**src/rtl/mont_const_gen.sv**
```systemverilog
// -----------------------------------------------------------------------------
// mont_const_gen
//   Precomputes the Montgomery domain constant C = 2^SHIFT mod N for the MME
//   exponentiator. One modular doubling is performed per clock: starting from
//   r = 1 (mod N), r is doubled SHIFT times with a conditional subtract of N.
//   done/err qualify C so the key-load path can gate MME's start1.
//
// Parameters
//   bits   MSB index of the operands; data width is bits+1
//   SHIFT  exponent of 2 (default 2*(bits+1), i.e. R^2 mod N with R = 2^(bits+1))
//
// Ports
//   clk     rising-edge clock
//   rst_n   asynchronous active-low reset; aborts a run with no done pulse
//   start1  request level, sampled only while idle
//   N       modulus, captured on the edge that accepts start1
//   C       result 2^SHIFT mod N, held until the next completion
//   done    one-cycle pulse marking C/err valid
//   busy    high from the accept edge until the completion edge
//   err     set when the last accepted N was 0; cleared on the next accept
//
// Handshake: start1 is a level request. It is taken on a rising edge while the
//   FSM is idle; from that edge busy is high and both start1 and N are ignored
//   until the completion edge, which raises done for exactly one cycle and
//   drops busy. done and busy are never high together.
// -----------------------------------------------------------------------------
module mont_const_gen #(
    parameter int bits  = 31,
    parameter int SHIFT = 2 * (bits + 1)
) (
    input  logic          clk,
    input  logic          rst_n,
    input  logic          start1,
    input  logic [bits:0] N,
    output logic [bits:0] C,
    output logic          done,
    output logic          busy,
    output logic          err
);

    localparam int W  = bits + 1;
    localparam int WR = bits + 2;
    localparam int CW = $clog2(SHIFT + 1);

    typedef enum logic [1:0] {
        ST_IDLE = 2'd0,
        ST_RUN  = 2'd1,
        ST_DONE = 2'd2
    } state_t;

    // Kept as a named enum register so checkers can bind to it directly.
    state_t          state;
    logic [WR-1:0]   r;
    logic [W-1:0]    n_q;
    logic [CW-1:0]   cnt;

    // r < n_q always holds, so r's top bit is zero and 2r fits in WR bits.
    logic [WR-1:0]   r_dbl;
    logic [WR-1:0]   n_ext;
    logic [WR-1:0]   r_next;

    always_comb begin
        r_dbl  = {r[WR-2:0], 1'b0};
        n_ext  = {1'b0, n_q};
        r_next = (r_dbl >= n_ext) ? (r_dbl - n_ext) : r_dbl;
    end

    always_ff @(posedge clk or negedge rst_n) begin
        if (!rst_n) begin
            state <= ST_IDLE;
            r     <= '0;
            n_q   <= '0;
            cnt   <= '0;
            C     <= '0;
            done  <= 1'b0;
            busy  <= 1'b0;
            err   <= 1'b0;
        end else begin
            case (state)
                ST_IDLE: begin
                    done <= 1'b0;
                    if (start1) begin
                        n_q  <= N;
                        err  <= 1'b0;
                        busy <= 1'b1;
                        cnt  <= '0;
                        if (N == '0) begin
                            state <= ST_DONE;
                        end else begin
                            // 1 mod N is 0 only for N == 1; that keeps r < n_q.
                            r     <= (N == W'(1)) ? '0 : WR'(1);
                            state <= ST_RUN;
                        end
                    end
                end
                ST_RUN: begin
                    r   <= r_next;
                    cnt <= cnt + CW'(1);
                    if (cnt == CW'(SHIFT - 1)) begin
                        state <= ST_DONE;
                    end
                end
                ST_DONE: begin
                    if (n_q == '0) begin
                        C   <= '0;
                        err <= 1'b1;
                    end else begin
                        C   <= r[bits:0];
                        err <= 1'b0;
                    end
                    done  <= 1'b1;
                    busy  <= 1'b0;
                    state <= ST_IDLE;
                end
                default: begin
                    state <= ST_IDLE;
                    done  <= 1'b0;
                    busy  <= 1'b0;
                end
            endcase
        end
    end

endmodule

```
**config.mk**
```make
export PLATFORM = sky130hd
export DESIGN_NAME = mont_const_gen
export DESIGN_NICKNAME = d
export VERILOG_FILES = /design/src/rtl/mont_const_gen.sv
export SDC_FILE = /design/constraint.sdc
export NUM_CORES = 1
export LEC_CHECK = 0
export BUFFER_PORTS_ARGS = -buffer_cell sky130_fd_sc_hd__buf_2
export CAP_MARGIN = 0
export CORE_MARGIN = 5
export CORE_UTILIZATION = 59
export CTS_CLUSTER_DIAMETER = 200
export DETAILED_ROUTE_END_ITERATION = 8
export GPL_TIMING_DRIVEN = 0
export PLACE_DENSITY = 0.8
export SYNTH_ARGS = -nofsm -noshare
export SYNTH_HDL_FRONTEND = slang
export SYNTH_SLANG_ARGS = --single-unit
```
**constraint.sdc**
```tcl
create_clock -name clk -period 3.6 [get_ports clk]
set_input_delay 0.18 -clock clk [delete_from_list [all_inputs] [get_ports clk]]
set_output_delay 0.18 -clock clk [all_outputs]
set_load 0.005 [all_outputs]
```
==> metrics.md <==
| Metric | Value |
|---|---|
| Min Hold Slack | `about 8.6 ps` |
| Vias in the first global route | `5343` |
| Synth area leaders | `dfrtp_1, ha_1, nand2_1, a22o_1, o21ai_0` |
| Sequential area share after synthesis | `between 40% and 50%` |
| Die Height | `between 100 and 150 um` |
| Largest net degree at the start of global routing | `between 60 and 70` |
| Worst-Margin Slew | `~730 ps` |
| Slowest stage cell, crit path | `o31ai_1` |
| Commonest cells in the netlist | `dfrtp_1, nand2_1, o21ai_0` |
| GRT Residual Overflow | `0` |
| Die X | `112 um` |
| Post-synth EDFFs | `0` |
| Antenna Nets Post-Route | `0` |
| First-pass GRT wire length | `~27 mm` |
| HP Class | `in -> reg` |
| NumNets Final | `between 800 and 900` |
| Crit share post-route | `96.3%` |
| Post-Syn Instances | `666` |
| Setup TNS | `0 ps` |
| Hold Violations, Final | `0` |
| Max_cap viols | `0` |
| Syn Nets | `between 700 and 800` |
| Sink Count | `between 100 and 150` |
| Slew Limit Fails | `0` |
| Area Overhead vs Synth | `12.7%` |
| Unrepaired setup endpoints after global routing | `true` |
| Fmax | `roughly 290 MHz` |
| Yosys cell types | `57` |
| Clk slew on worst S/H paths | `100 ps` |
| Initial DRC Count | `~390` |
| Routability congestion estimate | `0.911` |
| Worst R2R Start | `r[1]` |
| Synth warn | `0` |
| Vias | `roughly 5500` |
| Critical-path cell list | `ha_1, nor2b_1, o31a_1, o41a_1, o31ai_1, nand4b_1, a41o_1, nand2_1, o21ai_1, xor2_1, a221o_1` |
| Min-delay src | `N[19]` |
| Power per Cell Area | `roughly 380 nW/um2` |
| Share of cells above drive strength 1 | `roughly 12%` |
| Vias/cell | `between 6 and 7` |
| IO buf count | `69` |
| Area leader, netlist | `dfrtp_1` |
| Root buffer selected by CTS | `clkbuf_8` |
| Crit Path Class | `reg -> reg` |
| Min Clock Period, post-route | `around 3500 ps` |
| Clock latency on the worst-skew pair | `approximately 390 ps` |
| Status | `completed` |
| Critical Path AT | `3750 ps` |
| RR Endpoint | `r[24]` |
| CP max FO | `4` |
| Wire per inst | `roughly 19 um` |
| Netlist Area Pre-Place | `6180 um2` |
| IO Pins | `70` |
| CTS tree | `yes` |
| CP Launch Type | `register` |
| Final Skew | `~7.5 ps` |
| Initial antenna violation count | `0` |
| TritonRoute pass-1 iters | `4` |
| Flop-to-flop setup slack | `about 130 ps` |
| Leakage | `approximately 0.0035 uW` |
| Worst setup EP type | `register` |
| Clk buf depth | `2` |
| Number of H-tree levels | `3` |
| Worst slew margin | `between 50% and 60%` |
| #FFs+latches synth | `between 100 and 150` |
| Core Box Area | `a little over 10000 um2` |
| FFs w/ async S/R, synth | `100%` |
| DRC viols | `0` |
| Die area | `roughly 13000 um2` |
| Required @ worst endpoint | `roughly 3900 ps` |
| Hold Path End | `n_q[19]` |
| Final setup violation count | `0` |
| Total GRT Usage | `26.9%` |
| Antenna cell count | `0` |
| Post-Route WL | `16.6 mm` |
| Top-area cell type share of the netlist area | `43.7%` |
| Final HPWL DP | `about 13 mm` |
| Syn Area/Cell | `approximately 9.3 um2` |
| Row count | `37` |
| Hold Path Depth | `3` |
| Initial core utilization | `approximately three fifths` |
| VDD IR-drop max | `between 200 and 300 uV` |
| CTS buffer count | `9` |
| CP max stage delay | `approximately 520 ps` |
| Ys flop type | `dfrtp_1` |
| Reg2reg path depth | `11` |
| Most frequent cell after synthesis | `dfrtp_1` |
| Post-CTS Setup Repair Bufs | `0` |
worst max path at each step:
stage,start,endpoint,cells after the start
after global routing,r[19],r[29],13
after detailed placement,r[19],r[29],12
after CTS,r[19],r[29],12
after global placement,r[19],r[19],13
after floorplan,r[1],r[30],11
final,r[1],r[24],11
area by class of cell:
cell class,count,area [um2]
buffer,31,123
clock buffer,13,149
clock inverter,2,35.0
fill,858,3310
inverter,38,143
multi-input combinational,489,3230
sequential,108,2700
tap,136,170
timing repair buffer,74,415
report_power, final:
group	switching, uW	internal, uW
combinational	334	252
clock	412	338
sequential	69.4	1270
flip-flops by register name (all words and copies together) (netlist names):
| signal | count |
|---|---|
| err | 1 |
| done | 1 |
| n_q | 32 |
| r | 32 |
| busy | 1 |
| C | 32 |
| state | 2 |
| cnt | 7 |
cell families after synthesis:
group,after synthesis,synth area share (%)
XOR/XNOR,26,3.68
AND/OR/NAND/NOR,201,15.7
adder cells (fa/ha/maj),34,7.01
buffers and inverters,69,4.25
multiplexers,21,3.42
flip-flops,108,43.7
AO/OA/AOI/OAI,207,22.2
metal layers:
metal | GRT usage [%] | up-vias | wire length (um)
li1 | - | 2572 | -
met1 | 37.7 | 2674 | 7500
met2 | 41.7 | 185 | 7610
met3 | 4.58 | 37 | 943
met4 | 11.2 | 0 | 522
met5 | 0 | - | 0
stage by stage:
step / setup slack (ps) / total power (uW) / area [um2] / util, % / instances
final: 133 / 2670 / 6970 / 67.8 / 891
after global routing: -18.9 / 2800 / 6970 / 67.8 / 891
after CTS: 27.1 / 2660 / 6950 / 67.7 / 891
after detailed placement: -150 / 1920 / 6730 / 65.4 / 872
after global placement: -157 / 1900 / 6700 / 65.1 / 871
after floorplan: 510 / 1740 / 6180 / - / 666
critical path, delay by kind of cell (launching register included):
family	cells	cell delay [ps]
and+or+nand+nor	3	490
AOI/OAI and AO/OA	6	1910
adders and majority gates	1	360
DFF	1	440
xor gates and xnor gates	1	160
repair_timing:
action	CTS	global route
gates resized for setup	1	3
pin swaps	0	1
endpoints found under the hold margin	46	0
endpoints found under the setup margin	28	31
hold buffers	4	0
cells in the final DEF, fill, tap and decap left out, types with 2 or more instances in the layout:
cell	count
dfrtp_1	108
o21a_1	6
dlygate4sd3_1	4
mux2i_1	20
nand2_1	92
a2bb2oi_1	2
o31ai_1	4
o221ai_1	3
clkbuf_8	10
a31oi_1	5
ha_1	33
o21ai_1	25
o21bai_1	6
xnor2_1	18
a21oi_1	31
nand3_1	8
inv_1	38
nor2b_1	9
nor2_1	29
clkbuf_1	31
xor2_1	8
a21o_1	13
nor4_1	16
o211ai_1	4
buf_2	70
nor3_1	5
a221o_1	6
nand2b_1	7
and2_1	4
nand4_1	12
and3_1	10
o21ai_0	52
a22o_1	33
a311oi_1	2
(Power assumes the default switching activity.)
